## src/rtl/pc_gen_if.sv

```systemverilog
// Bundle between the fetch-stage control (hazard unit, decode, CP0) and the
// program-counter generator. The control side drives the redirect request
// and the RAS call; the generator drives back the PC and the RAS status.
interface pc_gen_if #(
  parameter int XLEN = 32
) ();

  // Redirect and hazard controls, sampled on the rising clock edge.
  logic            req;
  logic            stall;
  logic [2:0]      pc_op;
  logic [XLEN-1:0] br_off;
  logic [XLEN-1:0] j_target;
  logic [XLEN-1:0] jr_target;
  logic [XLEN-1:0] epc;
  logic            call;

  // Registered PC and return-address-stack status.
  logic [XLEN-1:0] pc;
  logic [XLEN-1:0] ras_top;
  logic            ras_empty;
  logic            ras_full;
  logic            ras_underflow;
  logic            pc_misaligned;

  // Control side: decides where fetch goes next.
  modport master (
    output req, stall, pc_op, br_off, j_target, jr_target, epc, call,
    input  pc, ras_top, ras_empty, ras_full, ras_underflow, pc_misaligned
  );

  // Generator side: owns the PC register and the RAS.
  modport slave (
    input  req, stall, pc_op, br_off, j_target, jr_target, epc, call,
    output pc, ras_top, ras_empty, ras_full, ras_underflow, pc_misaligned
  );

endinterface : pc_gen_if

```

## src/rtl/pc_gen.sv

```systemverilog
// Program-counter generator at the head of the fetch stage.
// Holds the current PC and picks the next one with priority
// reset > exception request > stall > per-cycle redirect op.
// A circular return-address stack is pushed on calls and popped on RET;
// a push into a full stack silently overwrites the oldest entry.
module pc_gen #(
  parameter int              XLEN        = 32,
  parameter logic [XLEN-1:0] RESET_VEC   = XLEN'(32'h0000_3000),
  parameter logic [XLEN-1:0] EXC_VEC     = XLEN'(32'h0000_4180),
  parameter int              RAS_DEPTH   = 4,
  parameter int              LINK_OFFSET = 8
) (
  input logic    clk,
  input logic    reset,
  pc_gen_if.slave bus
);

  // Pointer wraps naturally because the depth is a power of two; the
  // count needs one more bit so that "full" is distinguishable from "empty".
  localparam int PTR_W = (RAS_DEPTH > 1) ? $clog2(RAS_DEPTH) : 1;
  localparam int CNT_W = PTR_W + 1;

  localparam logic [CNT_W-1:0] CNT_MAX = CNT_W'(RAS_DEPTH);

  // Redirect encodings; codes 6 and 7 are reserved and hold the PC.
  typedef enum logic [2:0] {
    OP_NORMAL = 3'd0,
    OP_BRANCH = 3'd1,
    OP_JUMP   = 3'd2,
    OP_JR     = 3'd3,
    OP_ERET   = 3'd4,
    OP_RET    = 3'd5
  } pc_op_e;

  // Architectural state.
  logic [XLEN-1:0]  pc_q;
  logic [XLEN-1:0]  ras_q [RAS_DEPTH];
  logic [PTR_W-1:0] ptr_q;
  logic [CNT_W-1:0] cnt_q;
  logic             uf_q;

  // Next-state values and RAS write port.
  logic [XLEN-1:0]  pc_d;
  logic [PTR_W-1:0] ptr_d;
  logic [CNT_W-1:0] cnt_d;
  logic             uf_d;
  logic             wr_en;
  logic [PTR_W-1:0] wr_idx;

  // Helpers derived from the registered state only.
  logic [XLEN-1:0]  pc_plus4;
  logic [XLEN-1:0]  link_addr;
  logic [XLEN-1:0]  top_entry;
  logic             ras_has_entry;
  logic             pop;

  assign pc_plus4      = pc_q + XLEN'(4);
  assign link_addr     = pc_q + XLEN'(LINK_OFFSET);
  assign top_entry     = ras_q[ptr_q];
  assign ras_has_entry = (cnt_q != '0);

  // Next-PC selection and RAS bookkeeping for the coming edge.
  // NOTE: every signal written here gets a default before any branch, so no
  // path through the if/case leaves one unassigned and no latch is inferred.
  always_comb begin
    pc_d   = pc_q;
    ptr_d  = ptr_q;
    cnt_d  = cnt_q;
    uf_d   = 1'b0;
    wr_en  = 1'b0;
    wr_idx = ptr_q;
    pop    = 1'b0;

    if (bus.req) begin
      // Exception entry wins over everything else; the RAS is left alone.
      pc_d = EXC_VEC;
    end else if (bus.stall) begin
      // Hazard hold: pc and RAS keep their values, underflow drops to 0.
      pc_d = pc_q;
    end else begin
      case (bus.pc_op)
        OP_NORMAL: pc_d = pc_plus4;
        OP_BRANCH: pc_d = pc_plus4 + bus.br_off;
        OP_JUMP:   pc_d = bus.j_target;
        OP_JR:     pc_d = bus.jr_target;
        OP_ERET:   pc_d = bus.epc;
        OP_RET: begin
          if (ras_has_entry) begin
            pc_d = top_entry;
            pop  = 1'b1;
          end else begin
            // Mispredicted return: fall through and flag it for one cycle.
            pc_d = pc_plus4;
            uf_d = 1'b1;
          end
        end
        default:   pc_d = pc_q;
      endcase

      if (bus.call && pop) begin
        // Pop and push together: the link replaces the slot just consumed,
        // so neither pointer nor count moves.
        wr_en  = 1'b1;
        wr_idx = ptr_q;
      end else if (bus.call) begin
        // Plain push; when full the advance lands on the oldest entry.
        wr_en  = 1'b1;
        wr_idx = ptr_q + PTR_W'(1);
        ptr_d  = ptr_q + PTR_W'(1);
        if (cnt_q != CNT_MAX) begin
          cnt_d = cnt_q + CNT_W'(1);
        end
      end else if (pop) begin
        // Entries are not cleared on pop; the count alone marks validity.
        ptr_d = ptr_q - PTR_W'(1);
        cnt_d = cnt_q - CNT_W'(1);
      end
    end
  end

  // PC, RAS control and underflow registers.
  // NOTE: state registers use non-blocking assignments so every register
  // samples the pre-edge values regardless of statement order.
  always_ff @(posedge clk or posedge reset) begin
    if (reset) begin
      pc_q  <= RESET_VEC;
      ptr_q <= '0;
      cnt_q <= '0;
      uf_q  <= 1'b0;
    end else begin
      pc_q  <= pc_d;
      ptr_q <= ptr_d;
      cnt_q <= cnt_d;
      uf_q  <= uf_d;
    end
  end

  // RAS storage write port.
  // NOTE: the stack is small, so its entries are reset along with the rest
  // of the state; nothing stale can ever appear on ras_top after reset.
  always_ff @(posedge clk or posedge reset) begin
    if (reset) begin
      for (int i = 0; i < RAS_DEPTH; i++) begin
        ras_q[i] <= '0;
      end
    end else if (wr_en) begin
      ras_q[wr_idx] <= link_addr;
    end
  end

  // Status outputs come straight from registered state.
  assign bus.pc            = pc_q;
  assign bus.ras_top       = ras_has_entry ? top_entry : '0;
  assign bus.ras_empty     = ~ras_has_entry;
  assign bus.ras_full      = (cnt_q == CNT_MAX);
  assign bus.ras_underflow = uf_q;
  assign bus.pc_misaligned = (pc_q[1:0] != 2'b00);

endmodule : pc_gen
```

## src/flat_wrapper.sv

```systemverilog
// flat-port wrapper written by rule: the top's interface ports become plain ports
module pc_gen_flat 
#(
  parameter int              XLEN        = 32,
  parameter logic [XLEN-1:0] RESET_VEC   = XLEN'(32'h0000_3000),
  parameter logic [XLEN-1:0] EXC_VEC     = XLEN'(32'h0000_4180),
  parameter int              RAS_DEPTH   = 4,
  parameter int              LINK_OFFSET = 8
)
  (clk, reset, bus_req, bus_stall, bus_pc_op, bus_br_off, bus_j_target, bus_jr_target, bus_epc, bus_call, bus_pc, bus_ras_top, bus_ras_empty, bus_ras_full, bus_ras_underflow, bus_pc_misaligned);
  pc_gen_if #(.XLEN(XLEN)) bus_i ();
  input logic clk;
  input logic reset;
  input wire logic [$bits(bus_i.req)-1:0] bus_req;
  input wire logic [$bits(bus_i.stall)-1:0] bus_stall;
  input wire logic [$bits(bus_i.pc_op)-1:0] bus_pc_op;
  input wire logic [$bits(bus_i.br_off)-1:0] bus_br_off;
  input wire logic [$bits(bus_i.j_target)-1:0] bus_j_target;
  input wire logic [$bits(bus_i.jr_target)-1:0] bus_jr_target;
  input wire logic [$bits(bus_i.epc)-1:0] bus_epc;
  input wire logic [$bits(bus_i.call)-1:0] bus_call;
  output wire logic [$bits(bus_i.pc)-1:0] bus_pc;
  output wire logic [$bits(bus_i.ras_top)-1:0] bus_ras_top;
  output wire logic [$bits(bus_i.ras_empty)-1:0] bus_ras_empty;
  output wire logic [$bits(bus_i.ras_full)-1:0] bus_ras_full;
  output wire logic [$bits(bus_i.ras_underflow)-1:0] bus_ras_underflow;
  output wire logic [$bits(bus_i.pc_misaligned)-1:0] bus_pc_misaligned;
  assign bus_i.req = bus_req;
  assign bus_i.stall = bus_stall;
  assign bus_i.pc_op = bus_pc_op;
  assign bus_i.br_off = bus_br_off;
  assign bus_i.j_target = bus_j_target;
  assign bus_i.jr_target = bus_jr_target;
  assign bus_i.epc = bus_epc;
  assign bus_i.call = bus_call;
  assign bus_pc = bus_i.pc;
  assign bus_ras_top = bus_i.ras_top;
  assign bus_ras_empty = bus_i.ras_empty;
  assign bus_ras_full = bus_i.ras_full;
  assign bus_ras_underflow = bus_i.ras_underflow;
  assign bus_pc_misaligned = bus_i.pc_misaligned;
  pc_gen #(.XLEN(XLEN), .RESET_VEC(RESET_VEC), .EXC_VEC(EXC_VEC), .RAS_DEPTH(RAS_DEPTH), .LINK_OFFSET(LINK_OFFSET)) u_core (.clk(clk), .reset(reset), .bus(bus_i));
endmodule
```

## config.mk

```make
export PLATFORM = sky130hd
export DESIGN_NAME = pc_gen_flat
export DESIGN_NICKNAME = d
export VERILOG_FILES = /design/src/rtl/pc_gen_if.sv /design/src/rtl/pc_gen.sv /design/src/flat_wrapper.sv
export SDC_FILE = /design/constraint.sdc
export NUM_CORES = 1
export LEC_CHECK = 0
export BUFFER_PORTS_ARGS = -buffer_cell sky130_fd_sc_hd__buf_2
export CAP_MARGIN = 20
export CELL_PAD_IN_SITES_DETAIL_PLACEMENT = 0
export CELL_PAD_IN_SITES_GLOBAL_PLACEMENT = 1
export CORE_MARGIN = 3
export CORE_UTILIZATION = 45
export DETAILED_ROUTE_END_ITERATION = 10
export PLACE_DENSITY = 0.88
export SYNTH_ARGS = -nofsm -noshare
export SYNTH_HDL_FRONTEND = slang
export SYNTH_SLANG_ARGS = --single-unit
```

## constraint.sdc

```tcl
create_clock -name clk -period 7.76 [get_ports clk]
set_input_delay 0.776 -clock clk [delete_from_list [all_inputs] [get_ports clk]]
set_output_delay 0.776 -clock clk [all_outputs]
set_load 0.005 [all_outputs]
```

== Word level (Yosys, flattened, before mapping) ==
Cells that the tools add are included.
Word-level totals
  bits in registers: 166
  input port bits: 136
  logic and storage cells: 75
Operators by class
  $add $sub $neg: 7
  order comparisons: 3
  equal/unequal tests: 9
  multiplexer cells: 32
  bitwise operators: 6
  reductions and logical operators: 10
Operator list (count)
  $mux W32: 7
  $pmux W32 S6: 1
  $bwmux W128: 1
  $bmux W32 S2: 1
  $demux W32 S2: 1
  $add A32 B3 Y32 const B: 1
  $add A32 B32 Y32: 1
  $add A32 B4 Y32 const B: 1
  $mux W1: 12
  $mux W2: 6
  $eq A3 B3 Y1 const B: 3
  $mux W3: 3
  $reduce_bool A7 Y1: 1
  $eq A3 B2 Y1 const B: 2
  $ge A3 B3 Y1 const B: 2
  $not A2 Y3: 2
  $reduce_and A5 Y1: 1
  $not A1 Y1: 4
  $reduce_and A4 Y1: 1
  $reduce_bool A2 Y1: 2
  $add A3 B1 Y3 const B: 1
  $eq A3 B1 Y1 const B: 1
  $logic_not A3 Y1: 1
  $lt A3 B1 Y1 const B: 1
  9 further kinds: 10

== Depth between registers and ports, before layout ==
Gate-level depths: netlist of run 1.
  depth after elaboration: 15
  mapped depth: 20

== Least setup slack after synthesis of run 1 ==
No wires, ideal clock.
  path kind: flip-flop to flip-flop
  start: reg u_core.pc_q[14], in the netlist u_core.bus.pc[14]
  end: reg u_core.pc_q[29], in the netlist u_core.bus.pc[29]
  arrival time: 3453 ps
  data required time: 7636 ps
  setup slack: 4184 ps
  cell stages (with the launch flop): 18
  buffers on the path: 2
  period minus slack after synthesis: 3576 ps
  cell sequence: dfrtp_1 buf_4 and3_1 nand4_2 nor4_1 and2b_1 nand4_1 xnor2_1 ha_1 clkbuf_1 a21oi_1 nand2_1 a21oi_1 o21a_1 o22ai_1 a211o_1 a21oi_1 o21ai_1
Between the ends
  cells in the longest elaborated chain, start to end: 5
  elaborated cells on any way between the ends: 6
  those cells by class: add/sub: 2; mux: 4
Ends and longest elaborated chain
  from (decl): line pc_gen.sv:36  | logic [XLEN-1:0] pc_q;
  from (signal assigned): line pc_gen.sv:131  | pc_q <= pc_d;
  $add A32 B3 Y32 (*): line pc_gen.sv:57  | assign pc_plus4 = pc_q + XLEN'(4);
  $add A32 B32 Y32 or $mux W32 (tied branches): line pc_gen.sv:83, pc_gen.sv:88
  $pmux W32 S6 (*): line pc_gen.sv:81  | case (bus.pc_op)
  $mux W32 (*): line pc_gen.sv:77  | end else if (bus.stall) begin
  $mux W32 (*): line pc_gen.sv:74  | if (bus.req) begin
Every way passes the cells marked *; elsewhere a longest branch is shown, timed or not. The select of a mux whose other input is x is not followed.
A chain may end at the register's enable or synchronous reset.

== Worst setup path after layout of run 1 ==
Same ends and word-level chain as after synthesis.

==> results_dict.tcl, run 1 <==
set metrics [dict create \
    num-fill-cells 2181 \
    clk_latency_ps 440 \
    cts-root-buf "clkbuf_16" \
    power_uw 3480 \
    synth_nets 1401 \
    crit_required_ps 8080 \
    fp.dieW_microns 163 \
    yosysSeqAreaShare_pct 37.4 \
    synth_edf_count 0 \
    fmax_mhz 229 \
    post_cts_buffers 0 \
    grt_pass1_vias 9754 \
    cp_top_family "simple AND/OR/NAND/NOR gates" \
    track_usage_pct 27.2 \
    worstSetupPathType "reg2reg" \
    nets 1550 \
    period_minus_slack_ps 4370 \
    yosysUniqueCellTypes 65 \
    top_usage_layer "met2" \
    p_leak_uw 0.00592 \
    dieArea_sq_mm 0.0266 \
    fin_area_sq_mm 0.0130 \
    skew_ps 17.0 \
    grt_max_degree 111 \
    antenna_left 0 \
    synth_flop_cell "dfrtp_1" \
    grt_pass1_wl_microns 56000 \
    rsz0062_at_grt "no" \
    io_buffers 203 \
    netlist_area_sq_mm 0.0111 \
    synthArstFlopShare_pct 100 \
    post_drt_wl_per_cell_microns 21.4 \
    drive_gt1_share_pct 25.0 \
    clkTransAtPathRegs_ps 80 \
    synth_area_leaders "dfrtp_1, mux4_2, o21ai_0, nand2_1, xnor2_1" \
    cp_common_cell "a21oi_1" \
    status "complete, no violations" \
    die_y_microns 163 \
    dp_hpwl_microns 27300 \
    via_per_inst 6.04 \
    end_kind "flop" \
    placed_area_sq_mm 0.0123 \
    cp_max_fo 10 \
    cts_tree "done" \
    path_cells "and3_1 > nand4_2 > nor4_1 > and2b_1 > nand4_1 > xnor2_1 > ha_1 > a21oi_1 > nand2_1 > a21oi_1 > o21a_1 > o22ai_1 > a211o_1 > a21oi_1 > o21ai_1" \
    drc 0 \
    vdd.ir_drop.worst_mv 0.151 \
    layout_setup_ws_ps 3390 \
    initialDrtViolationCount 1228 \
    cts.path.max_buffers 2 \
    syn_inst 1226 \
    hold_viol 0 \
    avgSynthCellArea_sq_um 9.07 \
    grt_use_met1_pct 38.7 \
    antenna_found_initial 2 \
    crit_path_start_kind "flop" \
    p_per_area_mw_per_mm2 268 \
    first_pass_iters 8 \
    worst_path_max_delay_cell "nor4_1" \
    rows 56 \
    mostFrequentLayoutCells "buf_2, nand2_1, dfrtp_1" \
    ys_seq_elements 166 \
    final_common_cell "buf_2" \
    cp_slowest_stage_delay_ps 730 \
    syn2layout_area_growth_pct 16.7 \
    cp_num_buf_inv 0 \
    preCtsSetupSlack_ps 3580 \
    grt_overflow_total 0 \
    cap_violations 0 \
    io_pins 204 \
    use_met3_pct 5.28 \
    vias 10324 \
    cts.repair.resized 0 \
    numCtsBuffers 17 \
    start_util_pct 46.5 \
    setup_viol 0 \
    clock_sinks 166 \
    ys_warn_count 0 \
    fin_setup_tns_ps 0 \
    worstPathArrival_ps 4690 \
    yosys.area.top_type_share_pct 36.9 \
    routed_wl_microns 36600 \
    fin_crit_sh_pct 56.3 \
    yosysTopAreaCell "dfrtp_1" \
    cts.hold.buffers_added 0 \
    relSlewSlack_pct 38.2 \
    fp.coreArea_sq_mm 0.0239 \
    grt_util_met2_pct 42.3 \
    hp-class "in2async" \
    worst_slew_pin_slew_ps 926 \
    place.gp.congestion 0.964 \
    report.final.slew_viol_count 0 \
    htreeDepth 4 \
]
==> state kept, by name (all words and copies together), names as in the netlist <==
name / count
u_core.bus.ras_underflow: 1
u_core.cnt_q: 3
u_core.ptr_q: 2
u_core.bus.pc: 32
u_core.ras_q: 128
==> report_power, final <==
part	switching (uW)	total (uW)	internal (uW)	leakage (uW)
logic	680	1280	596	0.00345
registers	208	1330	1120	0.00217
clock network	433	876	443	0.000297
total	1320	3480	2160	0.00592
==> path summary, 6_finish.rpt <==
check	startpoint	slack, ps	cells past startpoint	end
max in group asynchronous	reset	6090	4	u_core.ras_q[61]$_DFFE_PP0P_
min in group clk	u_core.ras_q[47]$_DFFE_PP0P_	480	2	u_core.ras_q[47]$_DFFE_PP0P_
hold / removal	reset	230	2	u_core.ras_q[32]$_DFFE_PP0P_
setup / recovery	u_core.bus.pc[14]$_DFFE_PP0P_	3390	15	u_core.bus.pc[29]$_DFFE_PP0P_
hold reg to reg	u_core.ras_q[47]$_DFFE_PP0P_	480	2	u_core.ras_q[47]$_DFFE_PP0P_
setup reg to reg	u_core.bus.pc[14]$_DFFE_PP0P_	3390	15	u_core.bus.pc[29]$_DFFE_PP0P_
==> cells by family after synthesis <==
group	synth area share [%]
AOI/OAI and AO/OA	18.9
xor gates and xnor gates	6.70
adders and majority gates	4.52
buffers and inverters	4.01
DFF	37.4
muxes	11.0
and+or+nand+nor	17.4
==> worst register-to-register path, delay by kind of cell (launching register included) <==
family | cells | cell delay [ps]
xor+xnor | 1 | 190
fa+ha+maj | 1 | 390
simple gates | 6 | 1860
compound gates | 7 | 1280
flops | 1 | 550
==> through the flow <==
stage               instances  hold slack (ps)  utilization, %
finish                   1709              225            54.3
global route             1709              208            54.3
CTS                      1706              482            54.1
detailed placement       1674              465            51.5
global placement         1674              456            51.5
floorplan                1226              445               -
==> synthesized netlist by cell type (10+ instances only) <==
library cell,instances
nor3_1,11
mux2i_1,10
nand3_1,30
xor2_1,32
a222oi_1,20
a21o_1,19
a21oi_1,91
nor2b_1,40
and3_1,10
clkbuf_1,68
nand4_1,15
xnor2_1,53
inv_1,15
a221oi_1,11
mux2_2,36
dfrtp_1,164
ha_1,37
o21ai_0,140
nor2_1,82
buf_2,14
mux4_2,32
nand2_1,168
==> area by class of cell <==
type,count,area (sq um),share of cell area (%)
sequential,166,4160,32.1
inverter,15,61.3,0.473
clock inverter,15,198,1.52
multi-input combinational,952,6540,50.4
antenna,2,5.00,0.0386
clock buffer,17,425,3.28
tap,319,399,3.08
timing repair buffer,223,1190,9.15
==> per-layer routing <==
layer	wire length [microns]	up-vias
met5	0	-
met4	1100	0
met3	2980	77
met2	17000	487
met1	15500	5041
li1	-	4719
No activity file was read; power rests on OpenSTA's default activity.
==> run 2, diff against run 1 <==
Settings changed: CORE_UTILIZATION 45 to 39, PLACE_DENSITY 0.88 to 0.82.
Clock period 7.76 ns to 3.9 ns, I/O delays scaled along.
==> run 2 against run 1 <==
Compared with the run above:
- sequential power up 93%
- via count down 1.3%
- worst setup slack worse by 3200 ps
- wire length up 3.2%
- cell count up 6.2%
- die area up 15%
- clock skew down 4.2 ps
- sequential share of layout area down 1.2 points
- register-to-register slack worse by 3200 ps
==> results_dict.tcl, run 2 (same netlist as run 1, synthesis figures left out) <==
set metrics [dict create \
    status "complete, no violations" \
    cts-root-buf "clkbuf_16" \
    relSlewSlack_pct 41.6 \
    io_buffers 203 \
    fin_setup_tns_ps 0 \
    post_drt_wl_per_cell_microns 20.8 \
    grt_pass1_wl_microns 58500 \
    drive_gt1_share_pct 28.8 \
    numCtsBuffers 17 \
    die_y_microns 175 \
    vdd.ir_drop.worst_mv 0.289 \
    grt_overflow_total 0 \
    fin_crit_sh_pct 95.2 \
    fmax_mhz 269 \
    routed_wl_microns 37700 \
    antenna_found_initial 2 \
    grt_max_degree 150 \
    antenna_left 0 \
    track_usage_pct 24.5 \
    dieArea_sq_mm 0.0306 \
    worstSetupPathType "reg2reg" \
    clk_latency_ps 430 \
    hold_viol 0 \
    syn2layout_area_growth_pct 21.1 \
    dp_hpwl_microns 28800 \
    p_leak_uw 0.00619 \
    final_util_pct 48.2 \
    cts_tree "done" \
    power_uw 6930 \
    rsz0062_at_grt "no" \
    largest_register_ffs 128 \
    initialDrtViolationCount 1126 \
    io_pins 204 \
    via_per_inst 5.61 \
    period_minus_slack_ps 3710 \
    dp_cells 1779 \
    end_kind "flop" \
    p_per_area_mw_per_mm2 515 \
    drc 0 \
    report.final.slew_viol_count 0 \
    cp_max_fo 8 \
    fp.coreArea_sq_mm 0.0279 \
    skew_ps 12.8 \
    worstPathArrival_ps 4030 \
    mostFrequentLayoutCells "buf_2, nand2_1, dfrtp_1" \
    first_pass_iters 6 \
    clkTransAtPathRegs_ps 80 \
    final_common_cell "buf_2" \
    nets 1599 \
    cap_violations 0 \
    htreeDepth 4 \
    post_layout_nonfiller_instances 1815 \
    regMostFlops "u_core.ras_q" \
    place.gp.congestion 0.932 \
    rows 61 \
    vias 10191 \
    fp.dieW_microns 175 \
    grt_pass1_vias 10003 \
    worst_slew_pin_slew_ps 876 \
    setup_viol 0 \
    hp-class "in2reg" \
    crit_required_ps 4210 \
    crit_path_start_kind "flop" \
    start_util_pct 39.8 \
    clock_sinks 166 \
    cts.path.max_buffers 2 \
]
## run 2: metrics by stage
stage	worst slack [ps]	area, sq um	hold WS [ps]
floorplan	324	11100	445
global placement	7.14	12700	414
detailed placement	-1.25	12700	421
CTS	61.6	13300	224
global route	1.18	13500	239
finish	187	13500	261
## run 2: final cells by class
cell class | count | area, sq um
timing repair buffer | 272 | 1550
tap | 378 | 473
sequential | 166 | 4160
clock inverter | 14 | 153
antenna | 1 | 2.50
inverter | 15 | 60.1
clock buffer | 17 | 425
multi-input combinational | 952 | 6640
fill | 2699 | 14500
## run 2: per-layer routing
layer / vias to the layer above / part of all wire (%) / GRT usage (%)
li1: 4823 / - / -
met1: 4952 / 44 / 35.2
met2: 364 / 47 / 38.9
met3: 50 / 6.9 / 3.91
met4: 2 / 2.0 / 5.82
met5: - / 0.034 / 0
## run 2: final timing paths
| check | slack (ps) | endpoint | from | cells past startpoint |
|---|---|---|---|---|
| max in group asynchronous | 2180 | u_core.bus.pc[8]$_DFFE_PP0P_ | reset | 4 |
| max | 190 | u_core.bus.pc[31]$_DFFE_PP0P_ | u_core.bus.pc[12]$_DFFE_PP1P_ | 16 |
| max reg2reg | 190 | u_core.bus.pc[31]$_DFFE_PP0P_ | u_core.bus.pc[12]$_DFFE_PP1P_ | 16 |
| min in group asynchronous | 510 | u_core.ras_q[33]$_DFFE_PP0P_ | reset | 3 |
| min reg2reg | 480 | u_core.ras_q[17]$_DFFE_PP0P_ | u_core.ras_q[17]$_DFFE_PP0P_ | 2 |
| min | 260 | u_core.bus.ras_underflow$_DFF_PP0_ | bus_req | 2 |
## run 2: power breakdown
part / switching (uW) / leakage [uW] / internal (uW) / total, uW
clock network: 792 / 0.000286 / 857 / 1650
registers: 345 / 0.00217 / 2230 / 2570
logic: 1460 / 0.00374 / 1250 / 2710
total: 2590 / 0.00619 / 4340 / 6930
## run 2: what timing repair did
action | CTS | global route
pin swaps | 0 | 2
resized for setup | 1 | 24
setup buffers | 0 | 3
endpoints found under the hold margin | 17 | 0
endpoints found under the setup margin | 1 | 11
hold buffers | 1 | 0
## run 2: worst max-delay path, cell delays in order, from the launching register on
cell and delay [ps]:
dfstp_2 530, and4_2 270, nand2_1 130, nor4_4 280, buf_4 190, and2b_1 210, nand4_1 170, xnor2_1 180
ha_1 340, buf_4 170, nand4_1 170, or3_1 380, nor2_1 110, a211oi_1 70, o31ai_2 100, mux2i_1 220
nand2_1 80
==> run 3, diff against run 2 <==
--- a/config.mk
+++ b/config.mk
@@ -13,2 +13,3 @@
 export CORE_UTILIZATION = 39
+export CTS_CLUSTER_SIZE = 10
 export DETAILED_ROUTE_END_ITERATION = 10
--- a/constraint.sdc
+++ b/constraint.sdc
@@ -3,2 +3,2 @@
 set_output_delay 0.39 -clock clk [all_outputs]
-set_load 0.005 [all_outputs]
+set_load 0.01 [all_outputs]
==> run 3 against run 2 <==
Compared with the run above:
- global-route usage down 0.14 points
- hold slack worse by 17 ps
- via count up 1.1%
- cell area down 0.18%
- sequential share of layout area about the same
- clock skew up 0.63 ps
- count of clock-buffer cells in the layout unchanged
- largest cell class unchanged
- largest power group unchanged
==> results_dict.tcl, run 3 (same netlist as run 1, synthesis figures left out) <==
set metrics [dict create \
    grt_pass1_wl_microns 57900 \
    num-fill-cells 2738 \
    regMostFlops "u_core.ras_q" \
    worst_slew_pin_slew_ps 906 \
    drive_gt1_share_pct 28.6 \
    worstPathArrival_ps 4050 \
    fin_crit_sh_pct 95.6 \
    fp.dieW_microns 175 \
    cts-root-buf "clkbuf_16" \
    cp_slowest_stage_delay_ps 530 \
    clk_latency_ps 430 \
    crit_start "u_core.bus.pc[12]$_DFFE_PP1P_" \
    track_usage_pct 24.3 \
    relSlewSlack_pct 39.6 \
    initialDrtViolationCount 1055 \
    use_met3_pct 3.91 \
    mostFrequentLayoutCells "buf_2, nand2_1, dfrtp_1" \
    first_pass_iters 6 \
    grt_util_met2_pct 37.2 \
    numCtsBuffers 17 \
    fmax_mhz 268 \
    p_per_area_mw_per_mm2 523 \
    top_usage_layer "met2" \
    power_switching_uw 2690 \
    grt_pass1_vias 9938 \
    die_y_microns 175 \
    skew_ps 13.4 \
    grt_use_met1_pct 35.4 \
    place.gp.congestion 0.936 \
    post_drt_wl_per_cell_microns 20.8 \
    antenna_left 0 \
    p_leak_uw 0.00617 \
    clock_sinks 166 \
    reg2regPathDepth 14 \
    hp-class "in2reg" \
    switching_share_pct 38.3 \
    worst_path_max_delay_cell "dfstp_2" \
    drc 0 \
    final_common_cell "buf_2" \
    setup_viol 0 \
    clkTransAtPathRegs_ps 80 \
    fp.coreArea_sq_mm 0.0279 \
    crit_required_ps 4220 \
    nets 1598 \
    report.final.slew_viol_count 0 \
    p_seq_share_pct 36.5 \
    io_buffers 203 \
    internal_power_uw 4340 \
    end_kind "flop" \
    grt_max_degree 150 \
    holdWs_ps 244 \
    htreeDepth 4 \
    cts.path.max_buffers 2 \
    vdd.ir_drop.worst_mv 0.272 \
    combPwrFrac_pct 39.9 \
    start_util_pct 39.8 \
    grt_overflow_total 0 \
    via_per_inst 5.67 \
    routed_wl_microns 37800 \
    io_pins 204 \
    status "complete, no violations" \
    rsz0062_at_grt "yes" \
    period_minus_slack_ps 3730 \
    crit_path_start_kind "flop" \
    dieArea_sq_mm 0.0306 \
    vias 10302 \
    whs_path_depth 2 \
    dp_hpwl_microns 28700 \
    reg2reg_from "u_core.bus.pc[12]$_DFFE_PP1P_" \
    cap_violations 0 \
    layout.area.seq_sq_mm 0.00416 \
    largest_register_ffs 128 \
    cts_tree "done" \
    path_cells "and4_2 > nand2_1 > nor4_2 > buf_4 > and2b_1 > nand4_1 > xnor2_1 > ha_1 > buf_4 > nand4_1 > or3_1 > o31ai_2 > mux2i_1 > nand2_1" \
    worstSetupPathType "reg2reg" \
    clkPwrFrac_pct 23.6 \
    multi_input_area_sq_mm 0.00662 \
    final_util_pct 48.1 \
    rows 61 \
    cp_max_fo 8 \
    hp-start "bus_stall" \
    syn2layout_area_growth_pct 20.9 \
    hold_viol 0 \
    antenna_found_initial 4 \
]
run 3: changes by cell type in the layout (fill, tap and decap cells not counted), sizes merged:
| cell | change |
|---|---|
| inv | +2 |
| clkinv | -2 |
| diode | +3 |
| buf | -1 |
run 3: path summary, 6_finish.rpt:
path,to,slack [ps]
setup reg to reg,u_core.bus.pc[31]$_DFFE_PP0P_,170
setup / recovery,u_core.bus.pc[31]$_DFFE_PP0P_,170
hold / removal,u_core.bus.ras_underflow$_DFF_PP0_,240
min in group asynchronous,u_core.ras_q[35]$_DFFE_PP0P_,500
max in group asynchronous,u_core.ras_q[91]$_DFFE_PP0P_,2260
hold reg to reg,u_core.ras_q[49]$_DFFE_PP0P_,480
run 3: power groups by stage:
stage | Clock (uW) | Sequential, uW | Combinational (uW)
final | 1660 | 2570 | 2800
after global routing | 1760 | 2630 | 3060
after CTS | 1680 | 2570 | 2780
after detailed placement | 0 | 2600 | 2770
after global placement | 0 | 2570 | 2740
after floorplan | 0 | 2470 | 1870
run 3: critical path: cells and delay by family (launching register included):
family	cells	cell delay, ps
buf+inv	2	360
compound gates	1	300
fa+ha+maj	1	350
flops	1	530
simple gates	8	1640
mux	1	240
xor+xnor	1	190
run 3: repair_timing:
item	CTS	global route
resized for setup	0	20
hold endpoints to repair	17	0
buffers inserted	0	1
endpoints found under the setup margin	0	10
hold buffers	1	0
run 3: final cells by class:
cell class / count / area share, %
sequential: 166 / 30.9
antenna: 4 / 0.0745
multi-input combinational: 952 / 49.3
clock inverter: 14 / 1.12
timing repair buffer: 271 / 11.5
clock buffer: 17 / 3.16
inverter: 15 / 0.447
tap: 378 / 3.52
run 3: through the flow:
step | total power [uW] | std cells | worst slack [ps] | TNS (ps) | area [sq um]
after floorplan | 4340 | 1226 | 276 | 0 | 11100
after global placement | 5300 | 1780 | 14.0 | 0 | 12800
after detailed placement | 5360 | 1780 | 40.2 | 0 | 12800
after CTS | 7040 | 1812 | 25.3 | 0 | 13300
after global routing | 7460 | 1817 | -27.1 | -40.9 | 13400
final | 7030 | 1817 | 170 | 0 | 13400
run 3: metal layers:
layer	up-vias	part of all wire [%]
li1	4827	-
met1	4991	44
met2	412	46
met3	72	6.7
met4	0	3.0
met5	-	0
